**src/rtl/serial_link_pkg.sv**
```systemverilog
// rtl/serial_link_pkg.sv - shared state encoding and default width for the serial link
package serial_link_pkg;

    typedef enum logic [1:0] {
        ST_IDLE   = 2'b00,
        ST_SHIFT  = 2'b01,
        ST_PARITY = 2'b10
    } ser_state_e;

    localparam int SER_WIDTH_DEF = 8;

endpackage

```
**src/rtl/piso_bit_serializer.sv**
```systemverilog
// rtl/piso_bit_serializer.sv - word-to-bitstream serializer feeding the 1001 detector
// Optional trailing even-parity bit when PISO_SERIALIZER_PARITY_EN is defined.
module piso_bit_serializer
    import serial_link_pkg::*;
#(
    parameter int WIDTH     = SER_WIDTH_DEF,
    parameter bit LSB_FIRST = 1'b0
) (
    input  logic             clk,
    input  logic             rst,
    input  logic [WIDTH-1:0] data_in,
    input  logic             data_valid,
    output logic             data_ready,
    output logic             ser_out,
    output logic             ser_valid,
    output logic             busy,
    output logic             word_done
);

    localparam int CW = $clog2(WIDTH);
    localparam logic [CW-1:0] LAST_CNT = CW'(WIDTH - 1);

    ser_state_e     state_q, state_d;
    logic [WIDTH-1:0] shreg_q, shreg_d;
    logic [CW-1:0]  bit_cnt_q, bit_cnt_d;
    logic           last_bit;
    logic           accept;
`ifdef PISO_SERIALIZER_PARITY_EN
    logic           parity_q, parity_d;
`endif

    always_ff @(posedge clk) begin
        if (rst) begin
            state_q   <= ST_IDLE;
            shreg_q   <= '0;
            bit_cnt_q <= '0;
`ifdef PISO_SERIALIZER_PARITY_EN
            parity_q  <= 1'b0;
`endif
        end else begin
            state_q   <= state_d;
            shreg_q   <= shreg_d;
            bit_cnt_q <= bit_cnt_d;
`ifdef PISO_SERIALIZER_PARITY_EN
            parity_q  <= parity_d;
`endif
        end
    end

    assign last_bit = (state_q == ST_SHIFT) && (bit_cnt_q == LAST_CNT);
    assign accept   = data_valid && data_ready;

    always_comb begin
        state_d    = state_q;
        shreg_d    = shreg_q;
        bit_cnt_d  = bit_cnt_q;
        data_ready = 1'b0;
`ifdef PISO_SERIALIZER_PARITY_EN
        parity_d   = parity_q;
`endif
        case (state_q)
            ST_IDLE: data_ready = 1'b1;
            ST_SHIFT: begin
                shreg_d   = LSB_FIRST ? (shreg_q >> 1) : (shreg_q << 1);
                bit_cnt_d = bit_cnt_q + 1'b1;
                if (last_bit) begin
                    bit_cnt_d = '0;
`ifdef PISO_SERIALIZER_PARITY_EN
                    state_d    = ST_PARITY;
`else
                    state_d    = ST_IDLE;
                    data_ready = 1'b1;
`endif
                end
            end
`ifdef PISO_SERIALIZER_PARITY_EN
            ST_PARITY: begin
                data_ready = 1'b1;
                state_d    = ST_IDLE;
            end
`endif
            default: state_d = ST_IDLE;
        endcase
        // An accept on the final cycle of a word chains straight into the next one.
        if (accept) begin
            state_d   = ST_SHIFT;
            shreg_d   = data_in;
            bit_cnt_d = '0;
`ifdef PISO_SERIALIZER_PARITY_EN
            parity_d  = ^data_in;
`endif
        end
    end

    assign busy      = (state_q != ST_IDLE);
    assign ser_valid = (state_q != ST_IDLE);

`ifdef PISO_SERIALIZER_PARITY_EN
    assign word_done = (state_q == ST_PARITY);
    assign ser_out   = (state_q == ST_SHIFT)  ? (LSB_FIRST ? shreg_q[0] : shreg_q[WIDTH-1]) :
                       (state_q == ST_PARITY) ? parity_q : 1'b0;
`else
    assign word_done = last_bit;
    assign ser_out   = (state_q == ST_SHIFT) ? (LSB_FIRST ? shreg_q[0] : shreg_q[WIDTH-1]) : 1'b0;
`endif

endmodule

```
**config.mk**
```make
export PLATFORM = sky130hd
export DESIGN_NAME = piso_bit_serializer
export DESIGN_NICKNAME = d
export VERILOG_FILES = /design/src/rtl/serial_link_pkg.sv /design/src/rtl/piso_bit_serializer.sv
export SDC_FILE = /design/constraint.sdc
export NUM_CORES = 1
export LEC_CHECK = 0
export ABC_CLOCK_PERIOD_IN_PS = 3800
export BUFFER_PORTS_ARGS = -buffer_cell sky130_fd_sc_hd__buf_2
export CAP_MARGIN = 30
export CORE_AREA = 3 3 40 42
export CTS_CLUSTER_DIAMETER = 50
export DETAILED_ROUTE_END_ITERATION = 10
export DIE_AREA = 0 0 43 45
export GPL_ROUTABILITY_DRIVEN = 0
export HOLD_SLACK_MARGIN = 0.05
export PLACE_DENSITY = 0.74
export SLEW_MARGIN = 25
export SYNTH_ARGS = -nofsm -noshare
export SYNTH_HDL_FRONTEND = slang
export SYNTH_SLANG_ARGS = --single-unit
```
**constraint.sdc**
```tcl
create_clock -name clk -period 3.8 [get_ports clk]
set_clock_uncertainty 0.15 [all_clocks]
set_input_delay 0.57 -clock clk [delete_from_list [all_inputs] [get_ports clk]]
set_output_delay 0.57 -clock clk [all_outputs]
set_load 0.05 [all_outputs]
```
==> metrics.cfg, run 1 <==
[setup_path]
crit_chain=ha_1 > ha_1 > and2b_4 > inv_2 > buf_2
worstPathRequired_ns=3.08
worstPathArrival_ns=1.64
r2r_start=bit_cnt_q[0]
crit_path_start_kind=flop
reg2reg_slack_ns=2.04
crit_slowest_cell=dfxtp_1
worstSetupEndpointType=output port
cp.buffers_inverters=2
criticalPathCategory=flop to output port
max_stage_delay_ns=0.33
r2r_cells=6
critPathMostFrequentCell=ha_1
critical-path-top-delay-family=adder cells
crit_fanout=11
rr_endpoint=shreg_q[5]

[power]
p_int_mw=0.212
power.leakage_nw=0.286
comb_power_share_pct=17.4
p_sw_mw=0.0774
ir_worst_vdd_mv=0.204
p_seq_share_pct=48.5
power_density_mw_per_mm2=430
totalPowerFinal_mw=0.290
p_clk_share_pct=34.0
swShare_pct=26.7

[worst_hold_path]
hold_path.class=flop to flop
hp-start=shreg_q[2]
hold_path_depth=2
hold_end=shreg_q[2]

[final_layout]
diodes=0
nets=91
drive_above_1_share_pct=32.5
final_cell_mix=15 x buf_2, 12 x nor2_1, 12 x dfxtp_1, 8 x a211oi_1
fill_cells=120
area_delta_synth_final_pct=14.4
final_common_cell=buf_2

[route]
wl_um=1130
drt-initial-drc-count=8
post_drt_wl_per_cell_um=12.2
ant_nets=0
route.detailed.drc=0
firstDrtPassIters=4
avgViaCountPerCell=5.35
route.vias.total=492

[clock_tree]
cts_buffer_depth=2
cts_buffers=3
worstSkewPairLatency_ns=0.26
ctsRootBufferMaster=clkbuf_4
cts_hold_buf=0
post_cts_buffers=0
cts-htree-levels=1
cts_resized=0
cts_tree=built
clock_sinks=12
cts.clk_slew.worst_paths_ns=0.07

[yosys]
async_flop_share_pct=0
yosysWarnings=0
synth-seq-area-share_pct=40.8
synth.net_count=77
synth_top_area_cell=dfxtp_1
ys.flop_type=dfxtp_1
synth_top_cell_area_share_pct=40.8
synth.avg_cell_area_um2=9.21
synth_cell_type_count=19
syn_area_um2=589
netlist_top_cells_area=dfxtp_1 41%, a211oi_1 10%, nor3b_1 8.9%, nor2_1 7.6%, nor4_1 7.4%
synth_edf_count=0
syn_inst=64
ys_seq_elements=12

[floorplan]
rows=13
io_pins=16
start_util_pct=45.9
core_mm2=0.00128
die_area_mm2=0.00194
die_h_um=45
dieWidth_um=43

[global_route]
globalRouteTotalUtil_pct=13.0
antenna_found_initial=0
grt_overflow=0
grt_start_max_net_pins=20
grt_pass1_vias=461
grt_pass1_wl_um=1900

[timing]
fin_ws_ns=1.44
finalMaxSlewViolations=0
finalHoldViolCount=0
finalSetupViolCount=0
slew_headroom_pct=74.3
hold_ws_ns=0.351
final.setup.tns_ns=0
min_period_ns=2.36
timing.final.crit_share_pct=62.0
worstMarginPinSlew_ns=0.386
rsz0062_at_grt=false
max_freq_mhz=424

[run_status]
status=completed

[placement]
io_buffers=15
place_ws_ns=1.73
dp_hpwl_um=790

[flow_run]
maxCapViolCount=0

==> state kept, by name, summed over array words and instances (netlist names) <==
name	cells
shreg_q	8
bit_cnt_q	3
state_q	1
==> how the worst max path moves through the flow <==
stage,from,end,cells past startpoint
2_1_floorplan,state_q[0],ser_out,1
3_3_place_gp,bit_cnt_q[0],data_ready,5
3_5_place_dp,bit_cnt_q[0],data_ready,5
4_1_cts,bit_cnt_q[0],data_ready,5
5_1_grt,bit_cnt_q[0],data_ready,5
6_report,bit_cnt_q[0],data_ready,5
==> per-stage QoR <==
stage | instance area (µm²) | cells | utilization, %
after floorplan | 589 | 64 | -
after global placement | 638 | 88 | 49.7
after detailed placement | 638 | 88 | 49.7
after CTS | 674 | 92 | 52.5
after global routing | 674 | 92 | 52.5
final | 674 | 92 | 52.5
==> logic make-up after synthesis <==
kind of cell	share of synthesized area, %
simple gates	30.4
flops	40.8
compound gates	13.0
buf+inv	8.28
mux	3.40
fa+ha+maj	4.25
==> per-layer routing <==
metal | up-vias | GRT usage (%) | share of wire [%]
met4 | 0 | 9.04 | 1.1
met2 | 16 | 19.5 | 42
li1 | 260 | - | -
met3 | 2 | 2.79 | 7.7
met5 | - | 0 | 0
met1 | 214 | 16.7 | 49
==> cell usage after synthesis (2+ instances only) <==
| cell | number |
|---|---|
| nor2_1 | 12 |
| ha_1 | 2 |
| clkbuf_1 | 2 |
| and2_2 | 2 |
| a211oi_1 | 8 |
| mux2i_1 | 2 |
| dfxtp_1 | 12 |
| nor3b_1 | 7 |
| nor4_1 | 7 |
==> worst register-to-register path, delay by kind of cell, from the launching register on <==
kind / cells / cell delay, ns
flip-flops: 1 / 0.33
buffers and inverters: 1 / 0.11
AND/OR/NAND/NOR: 2 / 0.41
adder cells (fa/ha/maj): 2 / 0.38
AO/OA/AOI/OAI: 1 / 0.27
==> cell type report <==
cell class / instances / area (µm²) / share of cell area (%)
Inverter: 1 / 3.75 / 0.557
Multi-Input combinational cell: 45 / 300 / 44.5
Tap cell: 15 / 18.8 / 2.78
Clock buffer: 4 / 36.3 / 5.38
Sequential cell: 12 / 240 / 35.6
Timing Repair Buffer: 15 / 75.1 / 11.1
==> power by group through the flow <==
stage,clock (mW),sequential (mW),combinational [mW]
6_report,0.0986,0.141,0.0504
3_3_place_gp,0,0.143,0.0502
2_1_floorplan,0,0.145,0.0400
4_1_cts,0.104,0.141,0.0507
3_5_place_dp,0,0.144,0.0506
5_1_grt,0.107,0.142,0.0560
Power figures use the tool's default switching activity.
==> inputs of run 2 (changes only) <==
Settings changed: ABC_CLOCK_PERIOD_IN_PS 3800 to 2200.
Clock period 3.8 ns to 2.2 ns, I/O delays scaled along.
==> run 2 against run 1 <==
Clock power is 78% higher. Sequential share of layout area is 0.90 points lower. Count of clock-buffer cells in the layout stayed put. Critical endpoint unchanged.
==> metrics.cfg, run 2 (same netlist as run 1, synthesis figures left out) <==
[setup_path]
critPathMostFrequentCell=ha_1
worstPathArrival_ns=1.56
max_stage_delay_ns=0.33
worstPathRequired_ns=1.72
cp.buffers_inverters=2
crit_chain=ha_1 > ha_1 > and2b_4 > inv_2 > clkbuf_4
criticalPathCategory=flop to output port
crit_slowest_cell=dfxtp_1
critical-path-top-delay-family=adder cells
crit_path_start_kind=flop
worstSetupEndpointType=output port
crit_fanout=10

[final_layout]
multi_input_area_um2=300
final_common_cell=buf_2
drive_above_1_share_pct=34.2
seq_area_um2=240
area_delta_synth_final_pct=17.4
regMostFlops=shreg_q
fill_cells=130
diodes=0
largest_register_ffs=8
final_cell_mix=14 x buf_2, 12 x nor2_1, 12 x dfxtp_1, 8 x a211oi_1
top_regs=shreg_q: 8 flops, bit_cnt_q: 3 flops, state_q: 1 flops
nets=93

[route]
route.vias.total=508
route.detailed.drc=0
firstDrtPassIters=3
post_drt_wl_per_cell_um=12.1
drt-initial-drc-count=12
ant_nets=0
avgViaCountPerCell=5.40
wl_um=1140

[clock_tree]
worstSkewPairLatency_ns=0.27
ctsRootBufferMaster=clkbuf_4
clock_sinks=12
cts.clk_slew.worst_paths_ns=0.08
cts_buffers=3
cts-htree-levels=1
cts_tree=built
cts_buffer_depth=2

[global_route]
grt_overflow=0
globalRouteTotalUtil_pct=13.9
grt_pass1_wl_um=1920
antenna_found_initial=0
grt_pass1_vias=447
grt_start_max_net_pins=20

[placement]
io_buffers=15
place_ws_ns=0.383
dp_hpwl_um=774

[floorplan]
start_util_pct=45.9
dieWidth_um=43
io_pins=16
die_area_mm2=0.00194
die_h_um=45
core_mm2=0.00128
rows=13

[flow_run]
maxCapViolCount=0

[worst_hold_path]
hold_path.class=input pin to flop

[power]
power_density_mw_per_mm2=737
ir_worst_vdd_mv=0.332
power.leakage_nw=0.297

[timing]
timing.final.crit_share_pct=92.8
worstMarginPinSlew_ns=0.377
max_freq_mhz=490
fin_ws_ns=0.158
rsz0062_at_grt=false
finalMaxSlewViolations=0
min_period_ns=2.04
final.setup.tns_ns=0
finalSetupViolCount=0
finalHoldViolCount=0
slew_headroom_pct=74.9

[run_status]
status=completed

[run 2: cell types whose count changed in the layout (fill, tap and decap cells not counted), sizes merged]
cell and change:
buf +1, clkbuf +1
[run 2: area by class of cell]
type,count,share of cell area [%]
inverter,1,0.542
tap,15,2.71
sequential,12,34.7
timing repair buffer,17,13.4
clock buffer,4,5.24
multi-input combinational,45,43.4
[run 2: layer usage]
layer  vias up  track usage [%]  wire [µm]
met4         0             10.8         30
met1       225             16.1        527
met3         5             5.98         83
met2        15             20.1        494
li1        263                -          -
met5         -                0          0
[run 2: per-stage QoR]
stage,cell area [µm²],hold WS (ns),utilization [%],power (mW),std cells
2_1_floorplan,589,0.258,-,0.319,64
3_3_place_gp,638,0.332,49.7,0.334,88
3_5_place_dp,638,0.334,49.7,0.336,88
4_1_cts,674,0.165,52.5,0.516,92
5_1_grt,692,0.181,53.8,0.539,94
6_report,692,0.181,53.8,0.510,94
[run 2: path summary, 6_finish.rpt]
path | slack [ns] | cells past startpoint | from | end
max reg2reg | 0.53 | 6 | bit_cnt_q[0] | shreg_q[6]
max | 0.16 | 5 | bit_cnt_q[0] | data_ready
min reg2reg | 0.35 | 2 | shreg_q[4] | shreg_q[4]
min | 0.18 | 3 | data_in[0] | shreg_q[0]
[run 2: report_power, final]
| part | leakage (nW) | switching [mW] | total, mW | internal [mW] |
|---|---|---|---|---|
| sequential | 0.0990 | 0.0104 | 0.243 | 0.233 |
| clock | 0.0210 | 0.0750 | 0.176 | 0.101 |
| combinational | 0.177 | 0.0541 | 0.0911 | 0.0370 |
[run 2: worst register-to-register path, cell delays in order (launching register included)]
cell	delay, ns
dfxtp_1	0.33
ha_1	0.19
ha_1	0.18
and2b_4	0.28
inv_2	0.09
a211oi_1	0.26
nor4_1	0.08
[run 2: what timing repair did]
item / CTS / global route
gates resized for setup: 0 / 1
endpoints found under the hold margin: 0 / 0
buffers inserted: 0 / 2
hold buffers: 0 / 0
endpoints found under the setup margin: 0 / 1
